--- src/rtl/fb_pkg.sv ---
// Shared definitions for the framebuffer write path: SPI opcodes, the command
// decoder state encoding and the default framebuffer geometry.
package fb_pkg;

    // 320x240 pixels, one byte each
    localparam int FB_WORDS  = 76800;
    localparam int FB_ADDR_W = 17;

    localparam logic [7:0] OP_FB_WRITE  = 8'h01;
    localparam logic [7:0] OP_PAL_WRITE = 8'h02;
    localparam logic [7:0] OP_STATUS    = 8'h03;

    typedef enum logic [3:0] {
        OPCODE,
        ADDR2,
        ADDR1,
        ADDR0,
        FB_DATA,
        PAL_IDX,
        PAL_R,
        PAL_G,
        PAL_B,
        STATUS,
        DISCARD
    } fb_state_t;

    // Map the first byte of a transaction to the state that handles the rest
    function automatic fb_state_t decode_opcode(input logic [7:0] op);
        fb_state_t next;
        case (op)
            OP_FB_WRITE:  next = ADDR2;
            OP_PAL_WRITE: next = PAL_IDX;
            OP_STATUS:    next = STATUS;
            default:      next = DISCARD;
        endcase
        return next;
    endfunction

    // Status byte returned to the SPI master on a status read
    function automatic logic [7:0] status_byte(input logic vblank_s, input logic hblank_s);
        return {6'b0, vblank_s, hblank_s};
    endfunction

endpackage

--- src/rtl/fb_write_engine_if.sv ---
// Bus bundle between the SPI byte stream, the status return path and the
// framebuffer / palette write ports. The engine uses the master view; the
// SPI slave and memories (or a testbench) use the slave view.
interface fb_write_engine_if #(
    parameter int ADDR_W = 17
) ();

    // SPI side
    logic              cs_active;
    logic [7:0]        rx_byte;
    logic              rx_valid;
    logic [7:0]        tx_byte;

    // Framebuffer write port
    logic [ADDR_W-1:0] rgb_addr;
    logic [7:0]        rgb_in;
    logic              wren_rgb;

    // Palette write port
    logic [7:0]        palette_addr;
    logic [23:0]       palette_in;
    logic              wren_palette;

    // One-cycle marker when the last framebuffer byte is written
    logic              frame_done;

    modport master (
        input  cs_active,
        input  rx_byte,
        input  rx_valid,
        output tx_byte,
        output rgb_addr,
        output rgb_in,
        output wren_rgb,
        output palette_addr,
        output palette_in,
        output wren_palette,
        output frame_done
    );

    modport slave (
        output cs_active,
        output rx_byte,
        output rx_valid,
        input  tx_byte,
        input  rgb_addr,
        input  rgb_in,
        input  wren_rgb,
        input  palette_addr,
        input  palette_in,
        input  wren_palette,
        input  frame_done
    );

endinterface

--- src/rtl/fb_write_engine_sync_2ff.sv ---
// Two-flop synchronizer for a single slow-changing level crossing into clk.
module sync_2ff (
    input  logic clk,
    input  logic rst_n,
    input  logic d,
    output logic q
);

    logic meta_q;

    // Shift the asynchronous level through two flops to settle metastability
    always_ff @(posedge clk or negedge rst_n) begin
        if (!rst_n) begin
            meta_q <= 1'b0;
            q      <= 1'b0;
        end else begin
            meta_q <= d;
            q      <= meta_q;
        end
    end

endmodule

--- src/rtl/fb_write_engine.sv ---
// SPI command decoder that turns a byte stream into framebuffer writes,
// palette writes and status reads. All write strobes are registered, so a
// byte accepted on one edge produces its strobe in the following cycle.
module fb_write_engine #(
    parameter int FB_WORDS = fb_pkg::FB_WORDS,
    parameter int ADDR_W   = fb_pkg::FB_ADDR_W
) (
    input  logic              clk,
    input  logic              rst_n,
    input  logic              hblank,
    input  logic              vblank,
    fb_write_engine_if.master bus
);

    import fb_pkg::*;

    localparam logic [31:0]       FB_WORDS_U = 32'(FB_WORDS);
    localparam logic [ADDR_W-1:0] LAST_ADDR  = ADDR_W'(FB_WORDS - 1);

    fb_state_t state_q, state_d;

    logic              hblank_s;
    logic              vblank_s;

    // After reset, bytes are ignored until chip select has been seen idle once
    logic              armed_q;
    logic              accept;

    logic              fb_wr;
    logic              pal_wr;
    logic              status_load;

    logic [15:0]       addr_hi_q;
    logic [ADDR_W-1:0] wr_addr_q;
    logic              in_range;
    logic              at_last;

    logic [7:0]        pal_idx_q;
    logic [7:0]        pal_r_q;
    logic [7:0]        pal_g_q;

    logic [ADDR_W-1:0] rgb_addr_q;
    logic [7:0]        rgb_in_q;
    logic              wren_rgb_q;
    logic [7:0]        palette_addr_q;
    logic [23:0]       palette_in_q;
    logic              wren_palette_q;
    logic [7:0]        tx_byte_q;
    logic              frame_done_q;

    sync_2ff u_sync_hblank (
        .clk   (clk),
        .rst_n (rst_n),
        .d     (hblank),
        .q     (hblank_s)
    );

    sync_2ff u_sync_vblank (
        .clk   (clk),
        .rst_n (rst_n),
        .d     (vblank),
        .q     (vblank_s)
    );

    assign accept   = bus.rx_valid && bus.cs_active && armed_q;
    assign in_range = 32'(wr_addr_q) < FB_WORDS_U;
    assign at_last  = (wr_addr_q == LAST_ADDR);

    // State register; reset aborts any transaction in flight
    always_ff @(posedge clk or negedge rst_n) begin
        if (!rst_n) begin
            state_q <= OPCODE;
        end else begin
            state_q <= state_d;
        end
    end

    // Next-state decode plus the single-cycle actions tied to the accepted byte
    always_comb begin
        state_d     = state_q;
        fb_wr       = 1'b0;
        pal_wr      = 1'b0;
        status_load = 1'b0;
        if (!bus.cs_active) begin
            state_d = OPCODE;
        end else if (accept) begin
            case (state_q)
                OPCODE: begin
                    state_d     = decode_opcode(bus.rx_byte);
                    status_load = (bus.rx_byte == OP_STATUS);
                end
                ADDR2:   state_d = ADDR1;
                ADDR1:   state_d = ADDR0;
                ADDR0:   state_d = FB_DATA;
                FB_DATA: fb_wr   = 1'b1;
                PAL_IDX: state_d = PAL_R;
                PAL_R:   state_d = PAL_G;
                PAL_G:   state_d = PAL_B;
                PAL_B: begin
                    pal_wr  = 1'b1;
                    state_d = PAL_R;
                end
                STATUS:  state_d = STATUS;
                DISCARD: state_d = DISCARD;
                default: state_d = OPCODE;
            endcase
        end
    end

    // Arm the decoder once chip select is seen idle after reset
    always_ff @(posedge clk or negedge rst_n) begin
        if (!rst_n) begin
            armed_q <= 1'b0;
        end else if (!bus.cs_active) begin
            armed_q <= 1'b1;
        end
    end

    // Collect address and palette colour bytes as they arrive
    always_ff @(posedge clk or negedge rst_n) begin
        if (!rst_n) begin
            addr_hi_q <= '0;
            wr_addr_q <= '0;
            pal_idx_q <= '0;
            pal_r_q   <= '0;
            pal_g_q   <= '0;
        end else begin
            if (accept) begin
                case (state_q)
                    ADDR2:   addr_hi_q[15:8] <= bus.rx_byte;
                    ADDR1:   addr_hi_q[7:0]  <= bus.rx_byte;
                    ADDR0:   wr_addr_q       <= ADDR_W'({addr_hi_q, bus.rx_byte});
                    PAL_IDX: pal_idx_q       <= bus.rx_byte;
                    PAL_R:   pal_r_q         <= bus.rx_byte;
                    PAL_G:   pal_g_q         <= bus.rx_byte;
                    default: ;
                endcase
            end
            if (fb_wr) begin
                wr_addr_q <= at_last ? '0 : wr_addr_q + ADDR_W'(1);
            end
            if (pal_wr) begin
                pal_idx_q <= pal_idx_q + 8'd1;
            end
        end
    end

    // Registered write ports: strobes last one cycle, address/data hold afterwards
    always_ff @(posedge clk or negedge rst_n) begin
        if (!rst_n) begin
            rgb_addr_q     <= '0;
            rgb_in_q       <= '0;
            wren_rgb_q     <= 1'b0;
            frame_done_q   <= 1'b0;
            palette_addr_q <= '0;
            palette_in_q   <= '0;
            wren_palette_q <= 1'b0;
        end else begin
            wren_rgb_q     <= 1'b0;
            frame_done_q   <= 1'b0;
            wren_palette_q <= 1'b0;
            if (fb_wr) begin
                rgb_addr_q   <= wr_addr_q;
                rgb_in_q     <= bus.rx_byte;
                wren_rgb_q   <= in_range;
                frame_done_q <= at_last;
            end
            if (pal_wr) begin
                palette_addr_q <= pal_idx_q;
                palette_in_q   <= {pal_r_q, pal_g_q, bus.rx_byte};
                wren_palette_q <= 1'b1;
            end
        end
    end

    // Status byte is captured right after the opcode and cleared when CS idles
    always_ff @(posedge clk or negedge rst_n) begin
        if (!rst_n) begin
            tx_byte_q <= '0;
        end else if (!bus.cs_active) begin
            tx_byte_q <= '0;
        end else if (status_load) begin
            tx_byte_q <= status_byte(vblank_s, hblank_s);
        end
    end

    assign bus.rgb_addr     = rgb_addr_q;
    assign bus.rgb_in       = rgb_in_q;
    assign bus.wren_rgb     = wren_rgb_q;
    assign bus.frame_done   = frame_done_q;
    assign bus.palette_addr = palette_addr_q;
    assign bus.palette_in   = palette_in_q;
    assign bus.wren_palette = wren_palette_q;
    assign bus.tx_byte      = tx_byte_q;

endmodule

--- src/flat_wrapper.sv ---
// flat-port wrapper written by rule: the top's interface ports become plain ports
module fb_write_engine_flat import fb_pkg::*;
#(
    parameter int FB_WORDS = fb_pkg::FB_WORDS,
    parameter int ADDR_W   = fb_pkg::FB_ADDR_W
)
  (clk, rst_n, hblank, vblank, bus_cs_active, bus_rx_byte, bus_rx_valid, bus_tx_byte, bus_rgb_addr, bus_rgb_in, bus_wren_rgb, bus_palette_addr, bus_palette_in, bus_wren_palette, bus_frame_done);
  fb_write_engine_if #(.ADDR_W(ADDR_W)) bus_i ();
  input  logic clk;
  input  logic rst_n;
  input  logic hblank;
  input  logic vblank;
  input wire logic [$bits(bus_i.cs_active)-1:0] bus_cs_active;
  input wire logic [$bits(bus_i.rx_byte)-1:0] bus_rx_byte;
  input wire logic [$bits(bus_i.rx_valid)-1:0] bus_rx_valid;
  output wire logic [$bits(bus_i.tx_byte)-1:0] bus_tx_byte;
  output wire logic [$bits(bus_i.rgb_addr)-1:0] bus_rgb_addr;
  output wire logic [$bits(bus_i.rgb_in)-1:0] bus_rgb_in;
  output wire logic [$bits(bus_i.wren_rgb)-1:0] bus_wren_rgb;
  output wire logic [$bits(bus_i.palette_addr)-1:0] bus_palette_addr;
  output wire logic [$bits(bus_i.palette_in)-1:0] bus_palette_in;
  output wire logic [$bits(bus_i.wren_palette)-1:0] bus_wren_palette;
  output wire logic [$bits(bus_i.frame_done)-1:0] bus_frame_done;
  assign bus_i.cs_active = bus_cs_active;
  assign bus_i.rx_byte = bus_rx_byte;
  assign bus_i.rx_valid = bus_rx_valid;
  assign bus_tx_byte = bus_i.tx_byte;
  assign bus_rgb_addr = bus_i.rgb_addr;
  assign bus_rgb_in = bus_i.rgb_in;
  assign bus_wren_rgb = bus_i.wren_rgb;
  assign bus_palette_addr = bus_i.palette_addr;
  assign bus_palette_in = bus_i.palette_in;
  assign bus_wren_palette = bus_i.wren_palette;
  assign bus_frame_done = bus_i.frame_done;
  fb_write_engine #(.FB_WORDS(FB_WORDS), .ADDR_W(ADDR_W)) u_core (.clk(clk), .rst_n(rst_n), .hblank(hblank), .vblank(vblank), .bus(bus_i));
endmodule
--- config.mk ---
export PLATFORM = sky130hd
export DESIGN_NAME = fb_write_engine_flat
export DESIGN_NICKNAME = d
export VERILOG_FILES = /design/src/rtl/fb_pkg.sv /design/src/rtl/fb_write_engine_if.sv /design/src/rtl/fb_write_engine_sync_2ff.sv /design/src/rtl/fb_write_engine.sv /design/src/flat_wrapper.sv
export SDC_FILE = /design/constraint.sdc
export NUM_CORES = 1
export LEC_CHECK = 0
export BUFFER_PORTS_ARGS = -buffer_cell sky130_fd_sc_hd__buf_2
export CAP_MARGIN = 20
export CORE_AREA = 2 2 128 130
export DETAILED_ROUTE_END_ITERATION = 10
export DIE_AREA = 0 0 130 132
export SYNTH_ARGS = -nofsm -noshare
export SYNTH_HDL_FRONTEND = slang
export SYNTH_HIERARCHICAL = 1
export SYNTH_SLANG_ARGS = --single-unit
--- constraint.sdc ---
create_clock -name clk -period 2.8 [get_ports clk]
set_input_delay 0.56 -clock clk [delete_from_list [all_inputs] [get_ports clk]]
set_output_delay 0.56 -clock clk [all_outputs]
set_load 0.02 [all_outputs]
==> results of run 1 <==
sequential cells by signal (all words and copies together) (netlist names), 2 cells and up:
| signal | cells |
|---|---|
| u_core/bus.rgb_in | 8 |
| u_core/pal_r_q | 8 |
| u_core/bus.palette_addr | 8 |
| u_core/pal_idx_q | 8 |
| u_core/bus.rgb_addr | 17 |
| u_core/bus.palette_in | 24 |
| u_core/state_q | 4 |
| u_core/wr_addr_q | 17 |
| u_core/addr_hi_q | 9 |
| u_core/pal_g_q | 8 |
| u_core/bus.tx_byte | 2 |
layout by cell type, fill, tap and decap left out, types with 3 or more instances in the layout:
cell type,count
nor2_2,3
a31oi_1,5
bufinv_16,5
a22oi_1,4
or3_1,4
conb_1,6
o311ai_1,3
nand2b_1,7
mux2i_1,4
nor2_1,18
a21o_1,3
buf_2,74
and4_1,5
mux2_2,26
and2_1,3
dfrtp_1,121
nor2b_1,3
clkbuf_16,17
o22ai_1,6
nand2_1,199
inv_1,6
and3_1,10
nor3_1,5
o21ai_1,3
clkinvlp_4,3
buf_4,10
nand4_1,5
clkinv_2,3
nand3_1,19
o21ai_0,17
a21oi_1,21
worst paths after layout:
| check | from | to | slack, ps | cells after the start |
|---|---|---|---|---|
| worst max-delay path | u_core/state_q[1]$_DFFE_PN0P_ | u_core/wr_addr_q[15]$_DFFE_PN0P_ | 490 | 5 |
| worst min-delay path | rst_n | u_core/bus.rgb_addr[15]$_DFFE_PN0P_ | 90 | 1 |
| worst max register to register | u_core/state_q[1]$_DFFE_PN0P_ | u_core/wr_addr_q[15]$_DFFE_PN0P_ | 490 | 5 |
| worst min register to register | u_core/u_sync_vblank/meta_q$_DFF_PN0_ | u_core/u_sync_vblank/q$_DFF_PN0_ | 360 | 0 |
| max in group asynchronous | rst_n | u_core/bus.rgb_in[6]$_DFFE_PN0P_ | 1940 | 2 |
| min in group clk | hblank | u_core/u_sync_hblank/meta_q$_DFF_PN0_ | 240 | 1 |
kinds of logic (layout without fill, tap and decap cells):
group           after synthesis  count (layout)  synth area share
fa+ha+maj                     2               2           0.00458
mux                          30              30            0.0609
buf+inv                      45             124            0.0424
flops                       121             121             0.554
simple gates                295             295             0.244
xor+xnor                      2               2           0.00321
compound gates               78              78            0.0902
other cells                   1               6          0.000686
critical path: cells and delay by family, from the launching register on:
| family | cells | cell delay, ps |
|---|---|---|
| AOI/OAI and AO/OA | 2 | 950 |
| DFF | 1 | 620 |
| and+or+nand+nor | 3 | 680 |
final cells by class:
cell class,count,share of cell area
multi-input cells,413,0.334
well taps,216,0.0405
inverters,7,0.00394
clock buffers,20,0.0685
clock inverters,12,0.0295
repair buffers,85,0.0698
flip-flops and latches,121,0.454
through the flow:
step / cell area [um2] / setup WS, ps / power (mW) / util / hold WS (ps)
6_report: 6670 / 488 / 6.15 / 0.424 / 86.6
5_1_grt: 6670 / 277 / 6.50 / 0.424 / 113
4_1_cts: 6670 / 502 / 6.21 / 0.424 / 92.2
3_5_place_dp: 6010 / 374 / 3.78 / 0.383 / 344
3_3_place_gp: 6010 / 471 / 3.73 / 0.383 / 337
2_1_floorplan: 5480 / 907 / 3.31 / - / 264
power by group:
part,internal [mW],switching (mW),total (mW)
sequential,2.17,0.362,2.54
clock,1.62,0.779,2.40
combinational,0.463,0.756,1.22
total,4.26,1.90,6.15
routing by layer:
| metal | part of all wire | global-route usage | wire, um | vias to the layer above |
|---|---|---|---|---|
| met5 | 0 | 0 | 0 | - |
| met4 | 0.016 | 0.0597 | 225 | 0 |
| met3 | 0.071 | 0.0544 | 977 | 21 |
| met2 | 0.47 | 0.264 | 6510 | 164 |
| met1 | 0.44 | 0.229 | 6060 | 2203 |
| li1 | - | - | - | 2082 |
==> flow_summary.yaml, run 1 <==
routing:
  drtIter0Drc: 392
  dr.pass1.iters: 5
  wl_per_cell_um: 15.8
  wirelength_um: 13800
  via_per_inst: 5.11
  post-route-drc-count: 0
  drtAntennaViolNets: 0
  vias: 4470
final_layout:
  finalNetCount: 661
  multi_input_area_mm2: 0.00222
  drive_above_1_share: 0.229
  fillers: 1554
  regArea_mm2: 0.00303
  instances_no_fill: 874
  area_growth_pct: 22.0
  num_antenna_cells: 0
logic_synthesis:
  synthTopCellsByCount: "nand2_1, dfrtp_1, mux2_2"
  async_flop_share: 1.00
  synth_top_area_cell: "dfrtp_1"
  syn_avg_cell_area_um2: 9.52
  yosys_warnings: 6
  syn_area_mm2: 0.00546
  ys_dominant_reg_cell: "dfrtp_1"
  ys_seq_area_frac: 0.554
  synthMostInstantiatedCell: "nand2_1"
  netlist_instances: 574
  synth.area.top_cells: "dfrtp_1, nand2_1, mux2_2"
  ys_ff_latch: 121
  synth_top_area_share: 0.554
  synth-edff-count: 0
  synthDistinctLibCells: 59
timing:
  worst_pin_slew_ps: 1030
  slew_violations: 0
  fmax_ghz: 0.433
  slew-limit-headroom: 0.313
  tns_ps: 0
  hold_violations: 0
  post-route-min-period_ps: 2310
  finClkSkew_ps: 6.33
  setup_viol: 0
  timing.final.crit_share: 0.826
  rsz0062_at_grt: "false"
setup_path:
  crit_chain: "nor2_1 > nand3_1 > a21oi_1 > nor3b_1 > a221o_1"
  critical-path-slowest-cell: "a21oi_1"
  crit_arrival_ps: 2670
  worstSetupStartpointType: "flop"
  crit_type: "flop to flop"
  slowest_delay_ps: 810
  crit_required_ps: 3160
  cp-end-kind: "flop"
  path_max_fanout: 20
clocking:
  postCtsHoldBufs: 0
  clock-root-buffer: "clkbuf_16"
  clockBufferDepth: 2
  cts_inserted_buffers: 17
  cts_sinks: 121
  clk-insertion-delay-late_ps: 420
  cts_setup_buffers: 0
  cts_resized: 0
  cts.clk_slew.worst_paths_ps: 50
  h-tree-depth: 4
  cts_tree: "yes"
power_and_ir_drop:
  power.static_leakage_nw: 3.37
  power.density_mw_per_mm2: 923
  irDropWorstVdd_mv: 0.479
floorplanning:
  die_area_mm2: 0.0172
  die_x_um: 130
  die_h_um: 132
  initial_core_util: 0.348
  rows: 46
  io_pins: 82
  core_area_mm2: 0.0157
grt:
  grt_pass1_vias: 4419
  grt_start_max_net_pins: 59
  antenna_found_initial: 0
  grt_usage: 0.172
  overflow: 0
  grt_pass1_wl_um: 22900
worst_hold_path:
  hold_class: "primary input to async pin"
place:
  globalplace.congestion: 0.849
  port_buffers: 75
  dpl.hpwl_um: 9180
  dp.cells: 842
status:
  outcome: "completed"
flow_run:
  cap_viol_max_count: 0
(Power assumes the default switching activity.)
==> run 2: changes to the inputs <==
--- a/config.mk
+++ b/config.mk
@@ -5,11 +5,12 @@
 export SDC_FILE = /design/constraint.sdc
 export NUM_CORES = 1
 export LEC_CHECK = 0
+export ABC_AREA = 1
 export BUFFER_PORTS_ARGS = -buffer_cell sky130_fd_sc_hd__buf_2
 export CAP_MARGIN = 20
-export CORE_AREA = 2 2 128 130
+export CORE_AREA = 2 2 129 131
 export DETAILED_ROUTE_END_ITERATION = 10
-export DIE_AREA = 0 0 130 132
+export DIE_AREA = 0 0 131 133
 export SYNTH_ARGS = -nofsm -noshare
 export SYNTH_HDL_FRONTEND = slang
 export SYNTH_HIERARCHICAL = 1
==> constraint.sdc (replaced) <==
create_clock -name clk -period 1.87 [get_ports clk]
set_input_delay 0.374 -clock clk [delete_from_list [all_inputs] [get_ports clk]]
set_output_delay 0.374 -clock clk [all_outputs]
set_load 0.02 [all_outputs]
==> run 2 against run 1 <==
Global-route usage shrank 0.65 points. Clock power grew 30%. Sequential cell count is the same. Critical endpoint is now u_core/wr_addr_q[2]$_DFFE_PN0P_.
==> flow_summary.yaml, run 2 <==
place:
  dp_slack_ps: 216
  place_area_mm2: 0.00617
  globalplace.congestion: 0.852
  dpl.hpwl_um: 9600
  port_buffers: 75
setup_path:
  crit_type: "flop to flop"
  crit_arrival_ps: 2020
  path_max_fanout: 37
  cp-end-kind: "flop"
  crit_required_ps: 2210
  worstSetupStartpointType: "flop"
worst_hold_path:
  hold_class: "primary input to flop"
timing:
  fin_ws_ps: 196
  post-route-min-period_ps: 1670
  setup_viol: 0
  rsz0062_at_grt: "false"
  worst_pin_slew_ps: 553
  fmax_ghz: 0.597
  slew-limit-headroom: 0.631
  finClkSkew_ps: 6.94
  fin_hold_ws_ps: 62.9
  slew_violations: 0
  hold_violations: 0
  timing.final.crit_share: 0.895
  tns_ps: 0
grt:
  grt_start_max_net_pins: 63
  grt_use_met3: 0.0453
  grt_use_met2: 0.242
  busiest_layer: "met2"
  antenna_found_initial: 0
  grt_usage: 0.165
  met1_usage: 0.235
  overflow: 0
  grt_pass1_vias: 4181
  grt_pass1_wl_um: 22200
final_layout:
  fillers: 1643
  final_cell_mix: "nand2_1, dfrtp_1, buf_2"
  final_common_cell: "nand2_1"
  finalNetCount: 754
  utilization: 0.416
  drive_above_1_share: 0.190
  largest_reg_flops: 24
  num_antenna_cells: 0
  area_growth_pct: 22.5
  fin_area_mm2: 0.00674
power_and_ir_drop:
  p_int_mw: 6.59
  irDropWorstVdd_mv: 0.684
  power.density_mw_per_mm2: 1570
  sw_frac_of_total: 0.378
  pwr-share-clk: 0.294
  power.static_leakage_nw: 3.49
  share_seq_of_total_power: 0.402
  switching_power_mw: 4.01
  combinationalPowerShare: 0.304
routing:
  wl_per_cell_um: 14.1
  wirelength_um: 13600
  drtAntennaViolNets: 0
  via_per_inst: 4.68
  dr.pass1.iters: 5
  drtIter0Drc: 360
  vias: 4533
  post-route-drc-count: 0
flow_run:
  cap_viol_max_count: 0
floorplanning:
  core_area_mm2: 0.0162
  initial_core_util: 0.340
  die_h_um: 133
  die_area_mm2: 0.0174
  rows: 47
  die_x_um: 131
  io_pins: 82
clocking:
  cts_resized: 0
  cts_setup_buffers: 0
  postCtsHoldBufs: 1
  h-tree-depth: 4
  cts_sinks: 121
  cts_tree: "yes"
  clock-root-buffer: "clkbuf_16"
  cts.clk_slew.worst_paths_ps: 60
  clockBufferDepth: 2
  clk-insertion-delay-late_ps: 410
  cts_inserted_buffers: 17
logic_synthesis:
  async_flop_share: 1.00
  synthTopCellsByCount: "nand2_1, dfrtp_1, o21ai_1"
  synth_top_area_share: 0.551
  synthDistinctLibCells: 35
  synth_top_area_cell: "dfrtp_1"
  ys_seq_area_frac: 0.551
  netlist_instances: 649
  ys_dominant_reg_cell: "dfrtp_1"
  synth-edff-count: 0
  ys_ff_latch: 121
  yosys_warnings: 6
  synth.area.top_cells: "dfrtp_1, nand2_1, o21ai_1"
  synthMostInstantiatedCell: "nand2_1"
  syn_avg_cell_area_um2: 8.47
  syn_area_mm2: 0.00550
status:
  outcome: "completed"
run 2: changes by cell type in the layout (fill, tap and decap cells not counted), sizes merged, moves of 12 or more:
cell / before / now
nor2: 21 / 51
nand3: 19 / 34
o21ai: 20 / 82
a21oi: 21 / 33
inv: 7 / 52
mux2: 26 / 0
nand2: 199 / 219
run 2: critical path: stages, from the launching register on:
cell     delay (ps)
dfrtp_1         480
nor2_4          200
nand2_4          80
inv_2            90
nand2_4         140
buf_12          210
nor3_1          230
o21ai_1          90
o21ai_1          80
run 2: cells by family after synthesis:
kind of cell,synth area share
compound gates,0.116
xor+xnor,0.00796
fa+ha+maj,0.00455
buf+inv,0.0660
flops,0.551
other cells,0.000682
simple gates,0.254
run 2: layout make-up:
class | instances | area, um2 | share of cell area
clock buffers | 18 | 429 | 0.0637
inverters | 51 | 196 | 0.0292
repair buffers | 91 | 551 | 0.0817
well taps | 220 | 275 | 0.0409
multi-input cells | 456 | 2130 | 0.316
flip-flops and latches | 121 | 3030 | 0.450
clock inverters | 12 | 129 | 0.0191
run 2: final timing paths:
path / depth (start not counted) / startpoint / slack, ps / to
max reg2reg: 8 / u_core/state_q[3]$_DFFE_PN0P_ / 200 / u_core/wr_addr_q[2]$_DFFE_PN0P_
max: 8 / u_core/state_q[3]$_DFFE_PN0P_ / 200 / u_core/wr_addr_q[2]$_DFFE_PN0P_
max in group asynchronous: 3 / rst_n / 850 / u_core/bus.palette_addr[7]$_DFFE_PN0P_
min reg2reg: 0 / u_core/u_sync_hblank/meta_q$_DFF_PN0_ / 350 / u_core/u_sync_hblank/q$_DFF_PN0_
min in group asynchronous: 2 / rst_n / 390 / u_core/bus.wren_rgb$_DFF_PN0_
min: 1 / vblank / 60 / u_core/u_sync_vblank/meta_q$_DFF_PN0_
run 2: routing by layer:
| layer | routed length (um) | up-vias | part of all wire |
|---|---|---|---|
| met3 | 792 | 17 | 0.058 |
| met2 | 6230 | 135 | 0.46 |
| met1 | 6380 | 2116 | 0.47 |
| met5 | 0 | - | 0 |
| met4 | 222 | 0 | 0.016 |
| li1 | - | 2265 | - |
run 2: stage by stage:
stage | power (mW) | instances
after floorplan | 6.41 | 654
after global placement | 7.50 | 938
after detailed placement | 7.54 | 938
after CTS | 10.7 | 969
after global routing | 11.3 | 969
final | 10.6 | 969
run 2: power by group through the flow:
| stage | combinational [mW] | clock, mW | sequential [mW] |
|---|---|---|---|
| finish | 3.23 | 3.11 | 4.26 |
| CTS | 3.26 | 3.18 | 4.26 |
| global route | 3.66 | 3.30 | 4.38 |
| global placement | 3.21 | 0 | 4.29 |
| floorplan | 1.71 | 0 | 4.69 |
| detailed placement | 3.25 | 0 | 4.29 |
==> run 3: changes to the inputs <==
--- a/config.mk
+++ b/config.mk
@@ -8,9 +8,12 @@
 export ABC_AREA = 1
 export BUFFER_PORTS_ARGS = -buffer_cell sky130_fd_sc_hd__buf_2
 export CAP_MARGIN = 20
-export CORE_AREA = 2 2 129 131
+export CELL_PAD_IN_SITES_DETAIL_PLACEMENT = 2
+export CELL_PAD_IN_SITES_GLOBAL_PLACEMENT = 2
+export CORE_AREA = 2 2 137 139
 export DETAILED_ROUTE_END_ITERATION = 10
-export DIE_AREA = 0 0 131 133
+export DIE_AREA = 0 0 139 141
+export PLACE_DENSITY_LB_ADDON = 0.1
 export SYNTH_ARGS = -nofsm -noshare
 export SYNTH_HDL_FRONTEND = slang
 export SYNTH_HIERARCHICAL = 1
==> run 3 against run 2 <==
Die area grew 12%. Maximum frequency shrank 1.3%. Critical path depth grew 1. First-iteration DRC count shrank 54%. Routed wire length grew 27%. Final cell count grew 1.9%. Sequential cell count is the same. Sequential share of layout area shrank 0.80 points. Clock skew grew 2.2 ps. Register-to-register slack lost 20 ps. Largest cell class unchanged. Largest power group unchanged.
==> flow_summary.yaml, run 3 (synthesis results as in run 2) <==
timing:
  fmax_ghz: 0.590
  timing.final.crit_share: 0.907
  slew_violations: 0
  setup_viol: 0
  finClkSkew_ps: 9.10
  tns_ps: 0
  rsz0062_at_grt: "false"
  post-route-min-period_ps: 1700
  hold_violations: 0
power_and_ir_drop:
  share_seq_of_total_power: 0.378
  pwr-share-clk: 0.321
  power.density_mw_per_mm2: 1650
  sw_frac_of_total: 0.378
  switching_power_mw: 4.27
  p_int_mw: 7.03
  combinationalPowerShare: 0.301
  irDropWorstVdd_mv: 0.693
  power.static_leakage_nw: 3.53
grt:
  grt_pass1_vias: 5299
  grt_start_max_net_pins: 39
  overflow: 0
  grt_pass1_wl_um: 29000
  grt_usage: 0.189
  antenna_found_initial: 0
clocking:
  cts_tree: "yes"
  cts_inserted_buffers: 17
  h-tree-depth: 4
  cts_sinks: 121
  clock-root-buffer: "clkbuf_16"
  clockBufferDepth: 2
  cts.clk_slew.worst_paths_ps: 60
  clk-insertion-delay-late_ps: 420
routing:
  drtIter0Drc: 166
  vias: 4742
  drtAntennaViolNets: 0
  wirelength_um: 17400
  via_per_inst: 4.80
  post-route-drc-count: 0
  dr.pass1.iters: 4
  wl_per_cell_um: 17.6
setup_path:
  crit_type: "flop to flop"
  rr_startpoint: "u_core/state_q[2]$_DFFE_PN0P_"
  crit_start: "u_core/state_q[2]$_DFFE_PN0P_"
  cp-end-kind: "flop"
  path_max_fanout: 24
  crit_arrival_ps: 1990
  crit_required_ps: 2160
  worstSetupStartpointType: "flop"
floorplanning:
  rows: 50
  die_area_mm2: 0.0196
  io_pins: 82
  die_h_um: 141
  die_x_um: 139
  initial_core_util: 0.301
  core_area_mm2: 0.0183
final_layout:
  final_cell_mix: "nand2_1, dfrtp_1, buf_2"
  largest_reg_flops: 24
  fillers: 2102
  finalNetCount: 756
  area_growth_pct: 24.7
  num_antenna_cells: 0
  final_common_cell: "nand2_1"
  drive_above_1_share: 0.195
  utilization: 0.375
flow_run:
  cap_viol_max_count: 0
worst_hold_path:
  hold_class: "primary input to flop"
  worst_hold_startpoint: "hblank"
status:
  outcome: "completed"
place:
  port_buffers: 75
  globalplace.congestion: 0.836
  dpl.hpwl_um: 12700
[run 3: cell types whose count changed in the layout (fill, tap and decap cells not counted), sizes merged]
cell / delta
bufinv: +3
clkinv: -3
buf: +2
clkinvlp: +2
[run 3: final cells by class]
type                            count  area [um2]  area share
Clock buffer                       18         429      0.0626
Clock inverter                     14         223      0.0325
Inverter                           51         199      0.0290
Multi-Input combinational cell    456        2130       0.311
Sequential cell                   121        3030       0.442
Tap cell                          234         293      0.0427
Timing Repair Buffer               93         557      0.0812
[run 3: repair_timing]
action                     4_1_cts  5_1_grt
hold endpoints to repair        26        0
setup endpoints to repair        0        5
hold buffers                     1        0
resized for setup                0        4
buffers inserted                 0        0
[run 3: power groups by stage]
stage | Clock [mW] | Sequential, mW | Combinational [mW]
2_1_floorplan | 0 | 4.69 | 1.71
3_3_place_gp | 0 | 4.26 | 3.30
3_5_place_dp | 0 | 4.32 | 3.44
4_1_cts | 3.72 | 4.29 | 3.47
5_1_grt | 3.85 | 4.43 | 3.85
6_report | 3.63 | 4.27 | 3.40
[run 3: critical path, stage by stage, from the launching register on]
cell and delay (ps):
dfrtp_1 430, inv_2 140, nor2_4 70, nand2_4 90
inv_2 60, nand2_4 170, buf_4 320, nor3_1 80
o21ai_1 130, o21ai_1 80
[run 3: final timing paths]
path / endpoint / slack, ps / depth (start not counted)
min in group asynchronous: u_core/pal_r_q[3]$_DFFE_PN0P_ / 460 / 2
max in group asynchronous: u_core/wr_addr_q[4]$_DFFE_PN0P_ / 750 / 3
setup / recovery: u_core/wr_addr_q[2]$_DFFE_PN0P_ / 170 / 9
hold / removal: u_core/u_sync_hblank/meta_q$_DFF_PN0_ / 60 / 1
hold reg to reg: u_core/u_sync_vblank/q$_DFF_PN0_ / 350 / 0
setup reg to reg: u_core/wr_addr_q[2]$_DFFE_PN0P_ / 170 / 9
[run 3: stage by stage]
step	power, mW	instance area [um2]	setup slack [ps]	hold slack [ps]	std cells
after CTS	11.5	6850	103	42.3	987
after global routing	12.1	6860	10.2	40.7	987
after floorplan	6.41	5520	432	78.4	654
after detailed placement	7.75	6190	112	340	954
after global placement	7.56	6190	202	338	954
final	11.3	6860	174	61.7	987
[run 3: layer usage]
layer,wire length (um),vias to the layer above,share of wire,global-route usage
li1,-,2266,-,-
met1,7950,2402,0.46,0.238
met2,8860,61,0.51,0.332
met3,358,13,0.021,0.0391
met4,197,0,0.011,0.0494
met5,0,-,0,0
